### config.mk
export PLATFORM = sky130hd
export DESIGN_NAME = uart_prog_loader
export DESIGN_NICKNAME = d
export VERILOG_FILES = /design/src/rtl/uart_prog_loader.sv
export SDC_FILE = /design/constraint.sdc
export NUM_CORES = 1
export LEC_CHECK = 0
export CORE_MARGIN = 3
export CORE_UTILIZATION = 46
export DETAILED_ROUTE_END_ITERATION = 8
export MAX_ROUTING_LAYER = met4
export PLACE_DENSITY = 0.74
export SETUP_SLACK_MARGIN = 0.3
export SYNTH_ARGS = -nofsm -noshare
export SYNTH_HDL_FRONTEND = slang
export SYNTH_SLANG_ARGS = --single-unit
### constraint.sdc
create_clock -name wb_clk_i -period 3.95 [get_ports wb_clk_i]
set_input_delay 0.395 -clock wb_clk_i [delete_from_list [all_inputs] [get_ports wb_clk_i]]
set_output_delay 0.395 -clock wb_clk_i [all_outputs]
set_load 0.1 [all_outputs]
### src/rtl/uart_prog_loader.sv
// Boot-time program loader: receives a little-endian word image over an 8N1 UART,
// writes it into instruction memory through a req/gnt port, and releases core reset when done.
module uart_prog_loader #(
  parameter int          CLKS_PER_BIT = 217,
  parameter int          ADDR_W       = 10,
  parameter int          DEPTH        = 1024,
  parameter logic [31:0] END_WORD     = 32'hFFFF_FFFF
) (
  input  logic              wb_clk_i,
  input  logic              wb_rst_i,
  input  logic              en_i,
  input  logic              uart_rx_i,
  output logic              ready_o,
  output logic              mem_req_o,
  output logic [ADDR_W-1:0] mem_addr_o,
  output logic [31:0]       mem_wdata_o,
  input  logic              mem_gnt_i,
  output logic              core_rst_o,
  output logic              done_o,
  output logic              err_o,
  output logic [ADDR_W:0]   word_cnt_o
);

  localparam int CNT_W = $clog2(CLKS_PER_BIT);
  localparam logic [CNT_W-1:0]  L_HALF     = CNT_W'(CLKS_PER_BIT / 2 - 1);
  localparam logic [CNT_W-1:0]  L_FULL     = CNT_W'(CLKS_PER_BIT - 1);
  localparam logic [CNT_W-1:0]  L_CLK_ONE  = 1;
  localparam logic [ADDR_W:0]   L_DEPTH    = (ADDR_W + 1)'(DEPTH);
  localparam logic [ADDR_W:0]   L_CNT_ONE  = 1;
  localparam logic [ADDR_W-1:0] L_LAST     = ADDR_W'(DEPTH - 1);
  localparam logic [ADDR_W-1:0] L_ADDR_ONE = 1;

  typedef enum logic [1:0] {RX_IDLE, RX_START, RX_DATA, RX_STOP} rx_state_t;
  typedef enum logic [2:0] {S_IDLE, S_RECV, S_WRITE, S_DONE, S_ERR} state_t;

  rx_state_t         r_rxState, w_rxNext;
  state_t            r_state, w_next;
  logic              r_rxMeta, r_rxSync, r_rxPrev;
  logic [CNT_W-1:0]  r_clkCnt;
  logic [2:0]        r_bitIdx;
  logic [7:0]        r_rxShift;
  logic [1:0]        r_byteCnt;
  logic [23:0]       r_wordBuf;
  logic [31:0]       r_wdata;
  logic [ADDR_W-1:0] r_addr;
  logic [ADDR_W:0]   r_wordCnt;

  logic              w_byteValid, w_frameErr;
  logic              w_accept, w_wordDone, w_grant, w_latch;
  logic [31:0]       w_word;
  logic [ADDR_W:0]   w_cntAfter;

  // RX frame sequencing; the start bit is re-checked mid-bit to reject glitches
  always_comb begin
    w_rxNext    = r_rxState;
    w_byteValid = 1'b0;
    w_frameErr  = 1'b0;
    unique case (r_rxState)
      RX_IDLE:  if (r_rxPrev && !r_rxSync) w_rxNext = RX_START;
      RX_START: if (r_clkCnt == L_HALF) w_rxNext = r_rxSync ? RX_IDLE : RX_DATA;
      RX_DATA:  if (r_clkCnt == L_FULL && r_bitIdx == 3'd7) w_rxNext = RX_STOP;
      RX_STOP: begin
        if (r_clkCnt == L_FULL) begin
          w_rxNext    = RX_IDLE;
          w_byteValid = r_rxSync;
          w_frameErr  = !r_rxSync;
        end
      end
      default:  w_rxNext = RX_IDLE;
    endcase
  end

  always_ff @(posedge wb_clk_i or posedge wb_rst_i) begin
    if (wb_rst_i) begin
      r_rxMeta  <= 1'b1;
      r_rxSync  <= 1'b1;
      r_rxPrev  <= 1'b1;
      r_rxState <= RX_IDLE;
      r_clkCnt  <= '0;
      r_bitIdx  <= '0;
      r_rxShift <= '0;
    end else begin
      r_rxMeta  <= uart_rx_i;
      r_rxSync  <= r_rxMeta;
      r_rxPrev  <= r_rxSync;
      r_rxState <= w_rxNext;
      if (r_rxState != w_rxNext || r_clkCnt == L_FULL)
        r_clkCnt <= '0;
      else
        r_clkCnt <= r_clkCnt + L_CLK_ONE;
      if (r_rxState == RX_START)
        r_bitIdx <= '0;
      if (r_rxState == RX_DATA && r_clkCnt == L_FULL) begin
        r_rxShift <= {r_rxSync, r_rxShift[7:1]};
        r_bitIdx  <= r_bitIdx + 3'd1;
      end
    end
  end

  assign w_accept   = (r_state == S_RECV) || (r_state == S_WRITE);
  assign w_wordDone = w_accept && w_byteValid && (r_byteCnt == 2'd3);
  assign w_word     = {r_rxShift, r_wordBuf};
  assign w_grant    = (r_state == S_WRITE) && mem_gnt_i;
  assign w_cntAfter = w_grant ? (r_wordCnt + L_CNT_ONE) : r_wordCnt;

  // A word finishing in the same cycle a write is granted is handled as if back in RECV
  always_comb begin
    w_next  = r_state;
    w_latch = 1'b0;
    unique case (r_state)
      S_IDLE: w_next = en_i ? S_RECV : S_DONE;
      S_RECV: begin
        if (w_frameErr)
          w_next = S_ERR;
        else if (w_wordDone) begin
          if (w_word == END_WORD)
            w_next = S_DONE;
          else if (r_wordCnt == L_DEPTH)
            w_next = S_ERR;
          else begin
            w_next  = S_WRITE;
            w_latch = 1'b1;
          end
        end
      end
      S_WRITE: begin
        if (w_frameErr)
          w_next = S_ERR;
        else if (w_wordDone) begin
          if (!mem_gnt_i)
            w_next = S_ERR;
          else if (w_word == END_WORD)
            w_next = S_DONE;
          else if (w_cntAfter == L_DEPTH)
            w_next = S_ERR;
          else begin
            w_next  = S_WRITE;
            w_latch = 1'b1;
          end
        end else if (mem_gnt_i)
          w_next = S_RECV;
      end
      S_DONE:  w_next = S_DONE;
      S_ERR:   w_next = S_ERR;
      default: w_next = S_ERR;
    endcase
  end

  always_ff @(posedge wb_clk_i or posedge wb_rst_i) begin
    if (wb_rst_i) begin
      r_state   <= S_IDLE;
      r_byteCnt <= '0;
      r_wordBuf <= '0;
      r_wdata   <= '0;
      r_addr    <= '0;
      r_wordCnt <= '0;
    end else begin
      r_state <= w_next;
      if (w_accept && w_byteValid) begin
        r_byteCnt <= r_byteCnt + 2'd1;
        unique case (r_byteCnt)
          2'd0:    r_wordBuf[7:0]   <= r_rxShift;
          2'd1:    r_wordBuf[15:8]  <= r_rxShift;
          2'd2:    r_wordBuf[23:16] <= r_rxShift;
          default: r_wordBuf        <= r_wordBuf;
        endcase
      end
      if (w_latch)
        r_wdata <= w_word;
      if (w_grant) begin
        r_wordCnt <= r_wordCnt + L_CNT_ONE;
        if (r_addr != L_LAST)
          r_addr <= r_addr + L_ADDR_ONE;
      end
    end
  end

  assign ready_o     = w_accept;
  assign mem_req_o   = (r_state == S_WRITE);
  assign mem_addr_o  = r_addr;
  assign mem_wdata_o = r_wdata;
  assign core_rst_o  = (r_state != S_DONE);
  assign done_o      = (r_state == S_DONE);
  assign err_o       = (r_state == S_ERR);
  assign word_cnt_o  = r_wordCnt;

endmodule

---- Yosys cells after proc, flatten, opt, wreduce, memory -nomap -nowiden ----
Index checks and enable logic that the tools add are counted.
word-level totals
  register bits ........................... 106
  input bits .............................. 5
  logic and storage cells ................. 95
cells by class
  add/sub/neg operators ................... 5
  equal/unequal tests ..................... 21
  muxes and demuxes ....................... 36
  reduce and logical (&&, ||, !) cells .... 18
operators with widths
  cell                     number
  $mux W3                  12
  $eq A32 B32 Y1 const B   1
  $eq A11 B11 Y1 const B   2
  $mux W1                  13
  $mux W2                  6
  $pmux W3 S4              1
  $add A11 B1 Y11 const B  1
  $mux W11                 1
  $add A10 B1 Y10 const B  1
  $ne A10 B10 Y1 const B   1
  $reduce_and A2 Y1        5
  $add A8 B1 Y8 const B    1
  $eq A2 B2 Y1 const B     4
  $eq A8 B7 Y1 const B     1
  $eq A8 B8 Y1 const B     1
  $mux W8                  1
  $pmux W2 S4              1
  $eq A3 B2 Y1 const B     2
  $eq A3 B3 Y1 const B     2
  $logic_and A1 B1 Y1      6
  $eq A2 B1 Y1 const B     2
  $logic_not A2 Y1         2
  $ne A4 B1 Y1 const B     1
  $add A3 B1 Y3 const B    1
  10 further kinds         11

---- Depth between registers and ports, before layout ----
  word-level depth ........................ 10
  depth in mapped cells ................... 9
  mapped depth without buffers ............ 8

---- Least setup slack after synthesis ----
Ideal clock, no wire load.
  path type ............................... register to output
  start point ............................. register r_state[2]
  end point ............................... output port err_o
  data arrival time ....................... 2.828 ns
  path slack .............................. 0.727 ns
  cell stages (with the launch flop) ...... 3
  buffers on the path ..................... 1
  cell sequence ........................... dfrtp_1 -> clkbuf_1 -> nor3b_1
on the way
  word-level cells in the longest chain between the ends .. 1
RTL lines
  what                    line  source
  start, declared         37    state_t r_state, w_next;
  start signal, assigned  158   r_state <= w_next;
  $eq A3 B3 Y1            184   assign err_o = (r_state == S_ERR);
  end, declared           20    output logic err_o,
Every way passes these cells.

---- Final worst setup path ----
  start point ............................. register r_state[0]
  end point ............................... register r_wdata[27], in the netlist mem_wdata_o[27]
on the way
  word-level cells in the longest chain between the ends .. 10
  elaborated cells between the ends (all ways) .. 16
  those cells by class .................... eq/ne (3); mux (9); reduce/logical (4)
RTL lines
  what                  line           source
  $eq A3 B2 Y1          100, 103, 110
  $logic_and A1 B1 Y1   103            assign w_grant = (r_state == S_WRITE) && mem_gnt_i;
  $mux W11              -
  $eq A11 B11 Y1        134            else if (w_cntAfter == L_DEPTH)
  $mux W1               134
  $mux W1               132            else if (w_word == END_WORD)
  $mux W1               130            if (!mem_gnt_i)
  $mux W1               129            else if (w_wordDone) begin
  $mux W1               127            if (w_frameErr)
  $pmux W1 S2 (*)       110            unique case (r_state)
  end signal, assigned  169            r_wdata <= w_word;
  end, declared         44             logic [31:0] r_wdata;
Mark *: on every way between the ends. The rest lies on a longest branch, timed or not.
A chain may end at the register's enable or synchronous reset.

==> flow_summary.json <==
{
  "post-route-min-period_ns": 2.97,
  "cts_hold_buf": 0,
  "worstPathArrival_ns": 3.22,
  "crit_type": "reg2reg",
  "dieArea_um2": 12100,
  "p_leak_nw": 2.70,
  "finalCritPeriodShare": 0.752,
  "tightestPinTransition_ns": 1.00,
  "wl_per_cell_um": 15.8,
  "ys_async_sr_fraction": 1.00,
  "maxCapViolCount": 0,
  "syn2layout_area_growth_pct": 18.9,
  "setup_tns_ns": 0,
  "yosysTopAreaCell": "dfrtp_1",
  "hpwl_um": 6770,
  "diodes": 0,
  "synth-seq-cells": 106,
  "startpoint": "r_state[0]",
  "die_w_um": 110,
  "rows": 37,
  "finalPower_mw": 3.01,
  "fill_cells": 855,
  "setup_viol": 0,
  "gp_congestion": 0.853,
  "synthCells": 392,
  "viasPerCell": 5.36,
  "synth_mux_area_frac": 0.172,
  "ys_dominant_reg_cell": "dfrtp_1",
  "startpoint_type": "flip-flop",
  "routed_wl_um": 9420,
  "clockRootBuffer": "clkbuf_8",
  "synth_compound_area_frac": 0.0567,
  "r2r_cells": 6,
  "grt_antenna_before_repair": 0,
  "core_area_um2": 10400,
  "syn_area_per_cell_um2": 12.7,
  "fin_nets": 471,
  "synthAdderAreaFrac": 0.0277,
  "hold_depth": 0,
  "drive_gt1_frac": 0.128,
  "cts_made_buffers": 9,
  "pin_count": 63,
  "syn-num-nets": 408,
  "hold_viol_final": 0,
  "cts.sinks": 106,
  "ir_drop_uv": 646,
  "first_global_vias": 3183,
  "pwr_density_cell_nw_per_um2": 510,
  "yosys-top-cells-count": "dfrtp_1 (103), mux2_1 (35), mux2_4 (30)",
  "drt_first_pass_iters": 4,
  "drc_errors": 0,
  "initial_utilization": 0.477,
  "grt_pass1_wl_um": 16100,
  "synth_top_area_frac": 0.519,
  "path_max_fanout": 32,
  "yosysMostFrequentCell": "dfrtp_1",
  "synth_warnings": 0,
  "rsz0062_at_grt": "false",
  "synth_top_family_by_area": "multiplexers",
  "syn_area_um2": 4960,
  "grt_max_degree": 85,
  "maxSlewViolCount": 0,
  "h-tree-depth": 3,
  "cts_resized": 0,
  "synth-edff-count": 0,
  "clk_latency_ns": 0.36,
  "path_clk_slew_ns": 0.10,
  "dieHeight_um": 110,
  "synth-xor-area-share": 0.0529,
  "relSlewSlack": 0.330,
  "ant_nets": 0,
  "dr.first_iter.drc_count": 177,
  "port_buffers": 62,
  "ys_seq_area_frac": 0.535,
  "track_usage": 0.173,
  "hp-start": "r_rxMeta",
  "cts_tree": "built",
  "yosys.cell_types.count": 55,
  "required_ns": 4.20,
  "status": "completed",
  "max_freq_mhz": 337,
  "r2r_start": "r_state[0]",
  "min_path_type": "reg2reg",
  "worst_setup_path_end_kind": "flip-flop",
  "synthTopCellsByArea": "dfrtp_1 (52%), mux2_4 (9.1%), mux2_1 (7.9%), xnor2_1 (2.8%), ha_1 (2.8%)",
  "post_cts_buffers": 0,
  "overflow": 0,
  "synth-simple-area-share": 0.126,
  "clock_skew_ns": 0.0144,
  "max-clock-path-buffers": 2,
  "vias": 3195
}
==> worst max-delay path, cell delays in order, from the launching register on <==
cell and delay, ns:
dfrtp_1 0.50, nand4bb_1 0.46, or4_1 0.65, a2111oi_4 0.41, a311oi_4 0.14, buf_4 0.32, mux2_1 0.38
==> path summary, 6_finish.rpt <==
path	endpoint	slack [ns]
setup / recovery	mem_wdata_o[27]	0.98
hold / removal	r_rxSync	0.36
setup reg to reg	mem_wdata_o[27]	0.98
hold reg to reg	r_rxSync	0.36
max in group asynchronous	mem_wdata_o[2]	2.46
min in group asynchronous	mem_addr_o[3]	0.60
==> layer usage <==
metal | vias to the layer above | wire length [um] | global-route usage
met1 | 1601 | 4340 | 0.235
met2 | 56 | 4690 | 0.276
met3 | 9 | 279 | 0.0247
met4 | 0 | 101 | 0.0454
met5 | - | 0 | -
li1 | 1529 | - | -
==> power by group <==
part	switching (mW)	total (mW)	leakage (nW)	internal [mW]
clock	0.391	0.695	0.103	0.304
combinational	0.723	1.00	1.18	0.279
sequential	0.139	1.31	1.42	1.17
total	1.25	3.01	2.70	1.76
==> through the flow <==
step	utilization	area, um2	setup slack (ns)	std cells	hold WS [ns]
6_report	0.567	5900	0.980	596	0.363
5_1_grt	0.567	5900	0.759	596	0.370
4_1_cts	0.567	5900	0.966	596	0.363
3_5_place_dp	0.547	5690	0.592	580	0.348
3_3_place_gp	0.547	5690	0.716	580	0.346
2_1_floorplan	-	4960	0.727	392	0.345
==> registers in the layout (all words and copies together) (netlist names) <==
| register | flops |
|---|---|
| mem_wdata_o | 32 |
| r_wordBuf | 24 |
| word_cnt_o | 11 |
| mem_addr_o | 10 |
| r_clkCnt | 8 |
| r_rxShift | 8 |
| r_bitIdx | 3 |
| r_state | 3 |
| r_byteCnt | 2 |
| r_rxState | 2 |
| r_rxMeta | 1 |
| r_rxPrev | 1 |
| r_rxSync | 1 |
==> final cells by class <==
class / instances / area [um2] / share of cell area
timing repair buffer: 65 / 643 / 0.109
sequential: 106 / 2660 / 0.450
clock buffer: 9 / 124 / 0.0210
inverter: 16 / 62.6 / 0.0106
tap: 136 / 170 / 0.0288
clock inverter: 7 / 85.1 / 0.0144
multi-input combinational: 257 / 2160 / 0.366
==> cells by family after synthesis <==
logic type / after synthesis
adder cells (fa/ha/maj): 11
flip-flops: 106
AO/OA/AOI/OAI: 34
XOR/XNOR: 30
multiplexers: 66
buffers and inverters: 29
AND/OR/NAND/NOR: 116
==> cell usage in the layout (no fill, tap or decap), drive strengths merged, types with 7 or more instances in the layout <==
master         synthesis  routed
ha                    11      11
nand3                 15      15
xor2                  14      14
inv                   16      19
clkdlybuf4s50          0      62
nand4                 15      15
o21ai                  7       7
nand2                 25      25
mux2                  65      65
dfrtp                103     103
nor2                  22      22
nor3                   7       7
clkbuf                 7       9
xnor2                 16      16
(Power assumes the default switching activity.)
